File: src/rtl/countdown_timer_core_pkg.sv
// rtl/countdown_timer_core_pkg.sv - shared state encodings, BCD limits and preset clamping
package countdown_timer_core_pkg;

    typedef enum logic [1:0] {
        ST_IDLE  = 2'd0,
        ST_RUN   = 2'd1,
        ST_PAUSE = 2'd2,
        ST_DONE  = 2'd3
    } timer_state_t;

    localparam logic [3:0]  DIGIT_MAX    = 4'd9;
    localparam logic [3:0]  SEC_TENS_MAX = 4'd5;
    localparam logic [15:0] TIME_ZERO    = 16'h0000;
    localparam logic [15:0] TIME_ONE     = 16'h0001;

    function automatic logic [3:0] clamp_digit(input logic [3:0] d, input logic [3:0] lim);
        return (d > lim) ? lim : d;
    endfunction

    // Preset layout {min_tens, min_ones, sec_tens, sec_ones}; out-of-range digits saturate.
    function automatic logic [15:0] clamp_preset(input logic [15:0] p);
        return {clamp_digit(p[15:12], DIGIT_MAX),
                clamp_digit(p[11:8],  DIGIT_MAX),
                clamp_digit(p[7:4],   SEC_TENS_MAX),
                clamp_digit(p[3:0],   DIGIT_MAX)};
    endfunction

endpackage

File: src/rtl/countdown_timer_core_bcd_down_digit.sv
// rtl/countdown_timer_core_bcd_down_digit.sv - one loadable BCD down-counting digit with borrow out
module bcd_down_digit
    import countdown_timer_core_pkg::*;
#(
    parameter logic [3:0] WRAP = DIGIT_MAX
) (
    input  logic       clk,
    input  logic       rst_n,
    input  logic       dec_en,
    input  logic       load,
    input  logic [3:0] load_value,
    output logic [3:0] digit,
    output logic       borrow_out
);

    assign borrow_out = dec_en && (digit == 4'd0);

    always_ff @(posedge clk or negedge rst_n) begin
        if (!rst_n) begin
            digit <= 4'd0;
        end else if (load) begin
            digit <= load_value;
        end else if (dec_en) begin
            digit <= (digit == 4'd0) ? WRAP : digit - 4'd1;
        end
    end

endmodule

File: src/rtl/countdown_timer_core.sv
// rtl/countdown_timer_core.sv - mm:ss BCD countdown engine with run/pause/done control and 1 s prescaler
module countdown_timer_core
    import countdown_timer_core_pkg::*;
#(
    parameter int TICK_DIV = 50000000
) (
    input  logic        clk,
    input  logic        rst_n,
    input  logic        start,
    input  logic        stop,
    input  logic        load,
    input  logic [15:0] preset,
    output logic [3:0]  min_tens,
    output logic [3:0]  min_ones,
    output logic [3:0]  sec_tens,
    output logic [3:0]  sec_ones,
    output logic        running,
    output logic        done,
    output logic        expired
);

    localparam int              CNT_W     = $clog2(TICK_DIV);
    localparam logic [CNT_W-1:0] TICK_LAST = CNT_W'(TICK_DIV - 1);

    timer_state_t     state_q, state_d;
    logic [CNT_W-1:0] prescaler_q;
    logic             running_d, done_d, expired_d;

    logic [3:0]  dig [4];
    logic [4:0]  borrow;
    logic [15:0] value;
    logic [15:0] preset_clamped;
    logic        value_zero;
    logic        tick;
    logic        load_ok;
    logic        start_ok;
    logic        stop_ok;
    logic        reach_zero;

    assign value          = {dig[3], dig[2], dig[1], dig[0]};
    assign preset_clamped = clamp_preset(preset);
    assign value_zero     = (value == TIME_ZERO);
    assign tick           = (state_q == ST_RUN) && (prescaler_q == TICK_LAST);

    assign load_ok    = load && (state_q != ST_RUN);
    assign start_ok   = start && !load && !value_zero &&
                        ((state_q == ST_IDLE) || (state_q == ST_PAUSE));
    assign stop_ok    = stop && (state_q == ST_RUN);
    assign reach_zero = tick && (value == TIME_ONE);

    // A decrement never starts from 00:00, so the seconds digit only sees dec_en when nonzero.
    assign borrow[0] = tick && !value_zero;

    for (genvar i = 0; i < 4; i++) begin : g_digit
        bcd_down_digit #(
            .WRAP((i == 1) ? SEC_TENS_MAX : DIGIT_MAX)
        ) u_digit (
            .clk        (clk),
            .rst_n      (rst_n),
            .dec_en     (borrow[i]),
            .load       (load_ok),
            .load_value (preset_clamped[i*4 +: 4]),
            .digit      (dig[i]),
            .borrow_out (borrow[i+1])
        );
    end

    assign sec_ones = dig[0];
    assign sec_tens = dig[1];
    assign min_ones = dig[2];
    assign min_tens = dig[3];

    always_ff @(posedge clk or negedge rst_n) begin
        if (!rst_n) begin
            state_q <= ST_IDLE;
            running <= 1'b0;
            done    <= 1'b0;
            expired <= 1'b0;
        end else begin
            state_q <= state_d;
            running <= running_d;
            done    <= done_d;
            expired <= expired_d;
        end
    end

    // A tick coinciding with stop still decrements; reaching zero overrides the pause.
    always_comb begin
        state_d = state_q;
        unique case (state_q)
            ST_IDLE, ST_PAUSE: begin
                if (load_ok) begin
                    state_d = ST_IDLE;
                end else if (start_ok) begin
                    state_d = ST_RUN;
                end
            end
            ST_RUN: begin
                if (reach_zero || borrow[4]) begin
                    state_d = ST_DONE;
                end else if (stop_ok) begin
                    state_d = ST_PAUSE;
                end
            end
            ST_DONE: begin
                if (load_ok) begin
                    state_d = ST_IDLE;
                end
            end
            default: state_d = ST_IDLE;
        endcase
    end

    always_comb begin
        running_d = (state_d == ST_RUN);
        done_d    = (state_d == ST_DONE);
        expired_d = (state_d == ST_DONE) && (state_q != ST_DONE);
    end

    // Resume from PAUSE keeps the partial second; a fresh start or load restarts it.
    always_ff @(posedge clk or negedge rst_n) begin
        if (!rst_n) begin
            prescaler_q <= '0;
        end else if (load_ok || (start_ok && (state_q == ST_IDLE))) begin
            prescaler_q <= '0;
        end else if (state_q == ST_RUN) begin
            prescaler_q <= tick ? '0 : prescaler_q + CNT_W'(1);
        end
    end

endmodule

File: config.mk
export PLATFORM = sky130hd
export DESIGN_NAME = countdown_timer_core
export DESIGN_NICKNAME = d
export VERILOG_FILES = /design/src/rtl/countdown_timer_core_pkg.sv /design/src/rtl/countdown_timer_core_bcd_down_digit.sv /design/src/rtl/countdown_timer_core.sv
export SDC_FILE = /design/constraint.sdc
export NUM_CORES = 1
export LEC_CHECK = 0
export CAP_MARGIN = 20
export CORE_MARGIN = 8
export CORE_UTILIZATION = 47
export DETAILED_ROUTE_END_ITERATION = 8
export PLACE_DENSITY = 0.67
export SYNTH_ARGS = -nofsm -noshare
export SYNTH_HDL_FRONTEND = slang
export SYNTH_HIERARCHICAL = 1
export SYNTH_SLANG_ARGS = --single-unit
File: constraint.sdc
create_clock -name clk -period 5.6 [get_ports clk]
set_input_delay 0.56 -clock clk [delete_from_list [all_inputs] [get_ports clk]]
set_output_delay 0.56 -clock clk [all_outputs]
set_load 0.005 [all_outputs]
==> impl_metrics.tcl <==
set metrics [dict create \
    status "finished clean" \
    async_reset_ff_share_pct 100.0 \
    start_util_pct 48.89 \
    port_buffers 39 \
    cts_buffers 5 \
    area_growth_pct 20.67 \
    setup_viol 0 \
    root_buffer "clkbuf_8" \
    cts.htree.levels 2 \
    ios 40 \
    mostFrequentLayoutCell "dfrtp_1" \
    antenna_cells 0 \
    synth_nets 347 \
    crit_arrival_ns 5.00 \
    cp.depth 14 \
    synth.area.top_cells "dfrtp_1 (40%), nand2_1 (4.9%), o21ai_0 (3.6%), a21oi_1 (2.9%), o21ai_1 (2.9%)" \
    power_density_nw_per_um2 265.8 \
    synth_top_area_cell "dfrtp_1" \
    die_w_um 94.71 \
    numPlacedInstances 431 \
    overflow 0 \
    cp_slowest_cell "or4b_1" \
    placementRows 28 \
    worstPathCellList "or4b_1 > nor4_4 > and2_1 > o21a_1 > nor4b_4 > nor2b_1 > or4b_1 > nor2_1 > nor4b_4 > nor2b_1 > nor4b_4 > nor2b_1 > a21oi_1 > a22o_1" \
    rsz0062_at_grt "false" \
    synth_cells 325 \
    clk_pin_slew_ns 0.09 \
    r2r_start "state_q[1]" \
    maxSlewHeadroom_pct 29.51 \
    slew_viol_final 0 \
    gp_congestion 0.8538 \
    synth_seq_cells 47 \
    dieHeight_um 94.71 \
    r2r_end "running" \
    syn_area_um2 2912 \
    yosysTopAreaCellShare_pct 40.40 \
    r2r_slack_ns 0.80 \
    synth_compound_area_share_pct 22.43 \
    cpPeakStageDelay_ns 0.59 \
    crit_buf_inv 0 \
    synth_xor_area_share_pct 2.407 \
    cts_hold_buf 0 \
    grt_max_degree 48 \
    cts_setup_buffers 0 \
    tightest_slew_ns 1.057 \
    path_max_fanout 6 \
    dr.pass1.iters 4 \
    endpoint "running" \
    synth_edf_count 0 \
    synth_top_family_by_area "simple AND/OR/NAND/NOR gates" \
    startpoint "state_q[1]" \
    layout-drive-gt1-share_pct 8.197 \
    synthSimpleGateAreaFrac_pct 29.87 \
    holdWs_ns 0.1036 \
    grt_pass1_wl_mm 12.06 \
    max_cap_viol_count 0 \
    clock.fmax_mhz 208.5 \
    synthMuxAreaShare_pct 1.375 \
    dpl.hpwl_mm 5.083 \
    ys_types 54 \
    fin_crit_ns 4.796 \
    die_area_um2 8969 \
    crit_family "simple AND/OR/NAND/NOR gates" \
    num_vias 2585 \
    hold_class "in2async" \
    critPathLaunchType "flip-flop" \
    p_leak_nw 1.286 \
    grt_antenna_before_repair 0 \
    core_area_um2 5956 \
    r2r_cells 14 \
    wl_per_cell_um 16.11 \
    critical_path_class "reg2reg" \
    drcViolationCount 0 \
    yosys_warnings 6 \
    totalWireLength_mm 7.106 \
    synth_fa_ha_area_share_pct 0.4297 \
    max-vdd-ir-drop_mv 0.1349 \
    grt_pass1_vias 2522 \
    clock_skew_ns 0.005732 \
    grt_use_total_pct 16.84 \
    final_util_pct 58.99 \
    critPathRequiredTime_ns 5.81 \
    post_cts_resized 0 \
    fin_crit_sh_pct 85.64 \
    final_net_count 387 \
    ys_seq_area_share_pct 40.40 \
    synth_flop_cell "dfrtp_1" \
    drt_iter0_drc 167 \
    cts_buffer_depth 2 \
    final_cells 441 \
    clk_latency_ns 0.31 \
    hold_viol 0 \
    avgViaCountPerCell 5.862 \
    final_cell_mix "dfrtp_1 (47), nand2_1 (38), clkdlybuf4s50_1 (38)" \
    cts_tree "yes" \
    clkSinkCount 47 \
    setup-tns-final_ns 0 \
    syn_area_per_cell_um2 8.959 \
    antenna_left 0 \
    end_kind "flip-flop" \
]
[kinds of logic (layout without fill, tap and decap cells)]
family	count (synthesis)	count (layout)
AO/OA/AOI/OAI	99	99
XOR/XNOR	8	8
adder cells (fa/ha/maj)	1	1
buffers and inverters	22	63
flip-flops	47	47
multiplexers	4	4
other	1	1
AND/OR/NAND/NOR	143	143
[power breakdown]
| group | internal [mW] | total, mW | switching [mW] |
|---|---|---|---|
| Combinational | 0.118 | 0.231 | 0.113 |
| Clock | 0.145 | 0.265 | 0.121 |
| Sequential | 0.376 | 0.438 | 0.0621 |
[stage by stage]
| stage | total power, mW | setup slack (ns) | cell area [µm²] |
|---|---|---|---|
| after global routing | 0.9848 | 0.3656 | 3513 |
| after detailed placement | 0.6725 | 0.8558 | 3361 |
| after global placement | 0.6702 | 1.014 | 3361 |
| after floorplan | 0.5552 | 1.330 | 2912 |
| final | 0.9339 | 0.8040 | 3513 |
| after CTS | 0.9384 | 0.8119 | 3478 |
[layout make-up]
cell class                 instances  area [µm²]
clock inverter                     2       35.03
clock buffer                       6       82.58
fill                             548        2442
sequential                        47        1176
timing repair buffer              42       427.9
inverter                          13       48.80
multi-input combinational        256        1649
tap                               75       93.84
[flip-flops by register name, summed over array words and instances, names as in the netlist]
register	count
g_digit.u_digit/digit	16
state_q	2
running	1
done	1
prescaler_q	26
expired	1
[cells in the mapped netlist (3+ instances only)]
library cell	instances
nor3b_2	4
and2b_1	3
a31o_1	5
nor2b_1	13
nor4b_4	3
buf_2	3
nor2_1	18
nor4_1	4
nand2_1	38
inv_1	12
a22oi_1	5
or3_1	9
xnor2_1	8
o211ai_1	3
nor3_1	7
a31oi_1	7
clkbuf_1	6
mux2i_1	4
nand2b_1	8
o21ai_1	17
nand3_1	7
nand4_1	9
a21oi_1	17
or4b_1	3
a22o_1	3
dfrtp_1	47
or4_1	7
o21ai_0	21
o31ai_1	3
[metal layers]
metal  track usage, %  part of all wire (%)  routed length [µm]  up-vias
li1                 -                     -                   -     1282
met1            22.54                    49                3491     1244
met2            26.59                    45                3217       53
met3            3.413                   4.4                 311        6
met4            5.462                   1.2                  86        0
met5                0                     0                   0        -
[how the worst min path moves through the flow]
| stage | start | end | slack (ns) |
|---|---|---|---|
| global placement | prescaler_q[24] | prescaler_q[24] | 0.49 |
| floorplan | rst_n | done | 0.26 |
| detailed placement | prescaler_q[24] | prescaler_q[24] | 0.49 |
| global route | rst_n | g_digit[1].u_digit/digit[0] | 0.11 |
| CTS | rst_n | prescaler_q[23] | 0.49 |
| finish | rst_n | g_digit[1].u_digit/digit[0] | 0.10 |
Note: power is estimated with default switching activity, not from simulation.
